==> config.mk <==
export PLATFORM = sky130hd
export DESIGN_NAME = exception_trap_sequencer
export DESIGN_NICKNAME = d
export VERILOG_FILES = /design/src/rtl/exception_trap_sequencer_pkg.sv /design/src/rtl/exception_trap_sequencer_priority_select.sv /design/src/rtl/exception_trap_sequencer.sv
export SDC_FILE = /design/constraint.sdc
export NUM_CORES = 1
export LEC_CHECK = 0
export ABC_AREA = 1
export BUFFER_PORTS_ARGS = -buffer_cell sky130_fd_sc_hd__buf_2
export CAP_MARGIN = 15
export CORE_MARGIN = 10
export CORE_UTILIZATION = 35
export DETAILED_ROUTE_END_ITERATION = 6
export PLACE_DENSITY = 0.75
export SLEW_MARGIN = 20
export SYNTH_ARGS = -nofsm -noshare
export SYNTH_HDL_FRONTEND = slang
export SYNTH_SLANG_ARGS = --single-unit
==> constraint.sdc <==
create_clock -name i_clk -period 3.1 [get_ports i_clk]
set_input_delay 0.62 -clock i_clk [delete_from_list [all_inputs] [get_ports i_clk]]
set_output_delay 0.62 -clock i_clk [all_outputs]
set_load 0.01 [all_outputs]
==> src/rtl/exception_trap_sequencer_pkg.sv <==
// exception_trap_sequencer_pkg: FSM state encoding, exception codes and sizing helper.
package exception_trap_sequencer_pkg;
  typedef enum logic [2:0] {
    IDLE,
    FLUSH,
    REDIRECT_IN,
    IN_TRAP,
    REDIRECT_RET,
    HALT
  } state_t;
  localparam logic [3:0] NO_E                 = 4'd0;
  localparam logic [3:0] E_INSTR_ACCESS_FAULT = 4'd1;
  localparam logic [3:0] E_ILLEGAL_INSTR      = 4'd2;
  localparam logic [3:0] E_BREAKPOINT         = 4'd3;
  localparam logic [3:0] E_LOAD_MISALIGNED    = 4'd4;
  localparam logic [3:0] E_LOAD_ACCESS_FAULT  = 4'd5;
  localparam logic [3:0] E_STORE_MISALIGNED   = 4'd6;
  localparam logic [3:0] E_STORE_ACCESS_FAULT = 4'd7;
  localparam logic [3:0] E_ECALL              = 4'd11;
  function automatic int idx_w(input int n);
    return n > 1 ? $clog2(n) : 1;
  endfunction
endpackage

==> src/rtl/exception_trap_sequencer_priority_select.sv <==
// exc_priority_select: picks the oldest (highest-index) stage reporting a nonzero code.
module exc_priority_select
  import exception_trap_sequencer_pkg::*;
#(
  parameter int NUM_STAGES = 2,
  parameter int CODE_W     = 4,
  parameter int XLEN       = 32
) (
  input  logic [NUM_STAGES*CODE_W-1:0] code_in,
  input  logic [NUM_STAGES*XLEN-1:0]   pc_in,
  input  logic [NUM_STAGES*XLEN-1:0]   tval_in,
  output logic [idx_w(NUM_STAGES)-1:0] idx,
  output logic                         valid,
  output logic [CODE_W-1:0]            code,
  output logic [XLEN-1:0]              pc,
  output logic [XLEN-1:0]              tval
);
  localparam int IW = idx_w(NUM_STAGES);
  always_comb begin
    idx   = '0;
    valid = 1'b0;
    code  = '0;
    pc    = '0;
    tval  = '0;
    for (int k = 0; k < NUM_STAGES; k++) begin
      if (code_in[k*CODE_W +: CODE_W] != '0) begin
        idx   = IW'(k);
        valid = 1'b1;
        code  = code_in[k*CODE_W +: CODE_W];
        pc    = pc_in[k*XLEN +: XLEN];
        tval  = tval_in[k*XLEN +: XLEN];
      end
    end
  end
endmodule

==> src/rtl/exception_trap_sequencer.sv <==
// exception_trap_sequencer: collects per-stage exceptions and sequences trap entry/return.
// Optional EXC_TRAP_COUNT_EN enables the saturating o_trap_count counter.
module exception_trap_sequencer
  import exception_trap_sequencer_pkg::*;
#(
  parameter int              NUM_STAGES   = 2,
  parameter int              CODE_W       = 4,
  parameter int              XLEN         = 32,
  parameter logic [XLEN-1:0] TRAP_VEC     = '0,
  parameter int              FLUSH_CYCLES = 1
) (
  input  logic                         i_clk,
  input  logic                         i_rst_n,
  input  logic [NUM_STAGES*CODE_W-1:0] i_exc_code,
  input  logic [NUM_STAGES*XLEN-1:0]   i_exc_pc,
  input  logic [NUM_STAGES*XLEN-1:0]   i_exc_tval,
  input  logic                         i_mret,
  input  logic                         i_redirect_ack,
  output logic [NUM_STAGES-1:0]        o_flush,
  output logic                         o_redirect_valid,
  output logic [XLEN-1:0]              o_redirect_pc,
  output logic [CODE_W-1:0]            o_mcause,
  output logic [XLEN-1:0]              o_mepc,
  output logic [XLEN-1:0]              o_mtval,
  output logic                         o_trap_permission,
  output logic                         o_halted,
  output logic [7:0]                   o_trap_count
);
  localparam int IW = idx_w(NUM_STAGES);
  state_t                state, nxt;
  logic [3:0]            cnt;
  logic [NUM_STAGES-1:0] mask, win_mask;
  logic [IW-1:0]         win_idx;
  logic                  win_valid;
  logic [CODE_W-1:0]     win_code;
  logic [XLEN-1:0]       win_pc, win_tval;
  logic                  take;
  exc_priority_select #(.NUM_STAGES(NUM_STAGES), .CODE_W(CODE_W), .XLEN(XLEN)) u_sel (
    .code_in(i_exc_code),
    .pc_in  (i_exc_pc),
    .tval_in(i_exc_tval),
    .idx    (win_idx),
    .valid  (win_valid),
    .code   (win_code),
    .pc     (win_pc),
    .tval   (win_tval)
  );
  assign take = state == IDLE && win_valid;
  always_comb begin
    win_mask = '0;
    for (int i = 0; i < NUM_STAGES; i++) win_mask[i] = i <= int'(win_idx);
  end
  // A nonzero code in IN_TRAP is a double fault and wins over a simultaneous mret.
  always_comb begin
    nxt = state;
    case (state)
      IDLE:         nxt = win_valid ? FLUSH : IDLE;
      FLUSH:        nxt = cnt == '0 ? REDIRECT_IN : FLUSH;
      REDIRECT_IN:  nxt = i_redirect_ack ? IN_TRAP : REDIRECT_IN;
      IN_TRAP:      nxt = win_valid ? HALT : i_mret ? REDIRECT_RET : IN_TRAP;
      REDIRECT_RET: nxt = i_redirect_ack ? IDLE : REDIRECT_RET;
      HALT:         nxt = HALT;
      default:      nxt = IDLE;
    endcase
  end
  always_ff @(posedge i_clk or negedge i_rst_n) begin
    if (!i_rst_n) begin
      state    <= IDLE;
      cnt      <= '0;
      mask     <= '0;
      o_mcause <= '0;
      o_mepc   <= '0;
      o_mtval  <= '0;
    end else begin
      state <= nxt;
      if (take) begin
        cnt      <= 4'(FLUSH_CYCLES - 1);
        mask     <= win_mask;
        o_mcause <= win_code;
        o_mepc   <= win_pc;
        o_mtval  <= win_tval;
      end else if (state == FLUSH && cnt != '0) begin
        cnt <= cnt - 4'd1;
      end
    end
  end
  assign o_flush           = state == HALT ? '1 : state == FLUSH ? mask : '0;
  assign o_redirect_valid  = state == REDIRECT_IN || state == REDIRECT_RET;
  assign o_redirect_pc     = state == REDIRECT_IN ? TRAP_VEC : state == REDIRECT_RET ? o_mepc : '0;
  assign o_trap_permission = state == IN_TRAP || state == REDIRECT_RET;
  assign o_halted          = state == HALT;
`ifdef EXC_TRAP_COUNT_EN
  logic [7:0] traps;
  always_ff @(posedge i_clk or negedge i_rst_n) begin
    if (!i_rst_n) traps <= '0;
    else if (take && traps != 8'hFF) traps <= traps + 8'd1;
  end
  assign o_trap_count = traps;
`else
  assign o_trap_count = '0;
`endif
endmodule

==> results.yml <==
status:
  outcome: "finished clean"
critical_path:
  required_ns: 2.48
  end_kind: "output pin"
  crit_fanout: 35
  critPathKind: "reg -> out"
  crit_arrival_ns: 1.80
  start_kind: "register"
synth:
  synth_cells: 598
  avgSynthCellArea_um2: 7.17
  ys_seq_area_share_pct: 44.9
  synth_warnings: 0
  yosysUniqueCellTypes: 25
  synth_area_um2: 4290
  ys_ff_latch: 77
timing:
  timing.final.crit_period_ns: 2.42
  fin_crit_sh_pct: 78.2
  final_max_slew_viol_count: 0
  worstMarginPinSlew_ns: 0.978
  tns_ns: 0
  hold_violations: 0
  skew_ns: 0.00658
  fmax_ghz: 0.413
  rsz0062_at_grt: "no"
  setup_violations: 0
  maxSlewHeadroom_pct: 34.8
hold_path:
  hp-class: "in -> async"
detailed_routing:
  ant_nets: 0
  avgViaCountPerCell: 4.34
  post-route-drc-count: 0
  wl_per_cell_um: 13.3
  firstDrtPassIters: 4
  drtIter0Drc: 206
  wl_mm: 13.0
  vias: 4241
grt:
  antenna_found_initial: 0
  grt_pass1_vias: 4050
  grt_pass1_wl_mm: 19.6
  grt_util_all_layers_pct: 14.2
  grtUsageMet3_pct: 4.63
  met2_usage_pct: 24.3
  top_usage_layer: "met2"
  grt_max_degree: 78
  grt_overflow: 0
  grtUsageMet1_pct: 16.4
die:
  dieArea_um2: 17100
  die_w_um: 131
  die_height_um: 131
  start_util_pct: 35.7
  rows: 40
  ios: 253
  core_area_um2: 12000
final_layout:
  num_antenna_cells: 0
  nets: 967
  synthToLayoutAreaGrowth_pct: 35.2
  drive_above_1_share_pct: 32.9
placement:
  hpwl_mm: 10.4
  io_buffers: 244
  gp_congestion: 0.865
power_and_ir_drop:
  fin_total_pwr_uw: 5160
  peakVddDrop_mv: 0.350
  p_per_area_nw_per_um2: 890
  p_leak_uw: 0.00355
clock_tree:
  post-cts-setup-buffer-count: 0
  postCtsHoldBufs: 0
  clk_latency_ns: 0.33
  cts.clk_slew.worst_paths_ns: 0.06
  root_buffer: "clkbuf_16"
  cts_tree: "yes"
  cts_resized: 0
  cts.path.max_buffers: 2
  cts_sinks: 77
  cts_buffers: 9
  cts-htree-levels: 3
job:
  cap_violations: 0
==> layer usage <==
layer  vias up  wire [µm]
met4         0        170
li1       2255          -
met2       142       6510
met1      1830       5320
met3        14       1010
met5         -          0
==> path summary, 6_finish.rpt <==
check,slack (ns),cells after the start,endpoint,startpoint
max in group asynchronous,2.01,1,o_mtval[23],i_rst_n
max reg2reg,1.44,5,o_mtval[11],state[1]
min in group i_clk,0.47,2,mask[0],mask[0]
min reg2reg,0.47,2,mask[0],mask[0]
min,0.42,1,o_mtval[14],i_rst_n
max,0.68,5,o_redirect_valid,state[2]
==> logic make-up (layout without fill, tap and decap cells) <==
family | count (synthesis) | in the layout | share of synthesized area [%]
and+or+nand+nor | 222 | 222 | 21.0
buffers and inverters | 156 | 381 | 17.1
AOI/OAI and AO/OA | 140 | 140 | 16.3
DFF | 77 | 77 | 44.9
adders and majority gates | 2 | 2 | 0.584
other | 1 | 8 | 0.0875
==> state kept, by name, summed over array words and instances, names as in the netlist <==
name,flops
cnt,4
mask,2
o_mcause,4
o_mepc,32
o_mtval,32
state,3
==> per-stage QoR <==
stage                     area, µm²  std cells  util [%]  worst slack [ns]  hold WS [ns]
after global placement         5470        961      45.6              1.05         0.447
after global routing           5800        977      48.3             0.582         0.498
after floorplan                4310        605         -              1.36         0.324
after detailed placement       5470        961      45.6              1.03         0.459
final                          5800        977      48.3             0.677         0.419
after CTS                      5800        977      48.3             0.671         0.474
==> final cells by class <==
class                      count  area (µm²)
clock buffer                  11         243
clock inverter                 5        83.8
fill                        1260        6210
inverter                     117         439
multi-input combinational    372        1660
sequential                    77        1930
tap                          147         184
timing repair buffer         248        1270
==> placed cells by master, fill, tap and decap left out, types with 2 or more instances in the layout <==
| master | n |
|---|---|
| clkbuf_16 | 9 |
| nor3_1 | 3 |
| nor2_1 | 49 |
| inv_1 | 114 |
| buf_2 | 243 |
| ha_1 | 2 |
| clkinvlp_4 | 2 |
| bufinv_16 | 2 |
| o21ai_0 | 112 |
| nand3_1 | 5 |
| nand4_1 | 3 |
| buf_4 | 4 |
| nand2_1 | 153 |
| a21oi_1 | 3 |
| nor2_2 | 3 |
| nand2_4 | 2 |
| o21ai_1 | 25 |
| conb_1 | 8 |
| inv_2 | 2 |
| dfrtp_1 | 77 |
==> worst max-delay path, stage by stage, from the launching register on <==
cell and delay (ns):
dfrtp_1 0.46, inv_2 0.13, nor3_1 0.06, inv_2 0.41
o21ai_0 0.22, buf_2 0.19
==> synthesized netlist by cell type, drive strengths merged <==
library cell / instances / area (µm²)
nand3b: 1 / 7.51
o21ai: 137 / 686
nand4: 3 / 18.8
nand2: 156 / 603
dfrtp: 77 / 1930
inv: 116 / 435
buf: 28 / 251
nor2: 53 / 214
clkbuf: 11 / 41.3
clkinv: 1 / 3.75
ha: 2 / 25.0
conb: 1 / 3.75
nor3: 4 / 31.3
a21oi: 3 / 15.0
nand3: 5 / 25.0
==> power by group <==
| group | switching (µW) | leakage, µW | internal, µW |
|---|---|---|---|
| combinational | 1350 | 0.00245 | 837 |
| clock | 405 | 0.000152 | 728 |
| sequential | 339 | 0.000945 | 1500 |
| total | 2100 | 0.00355 | 3060 |
No activity file was read; power rests on OpenSTA's default activity.
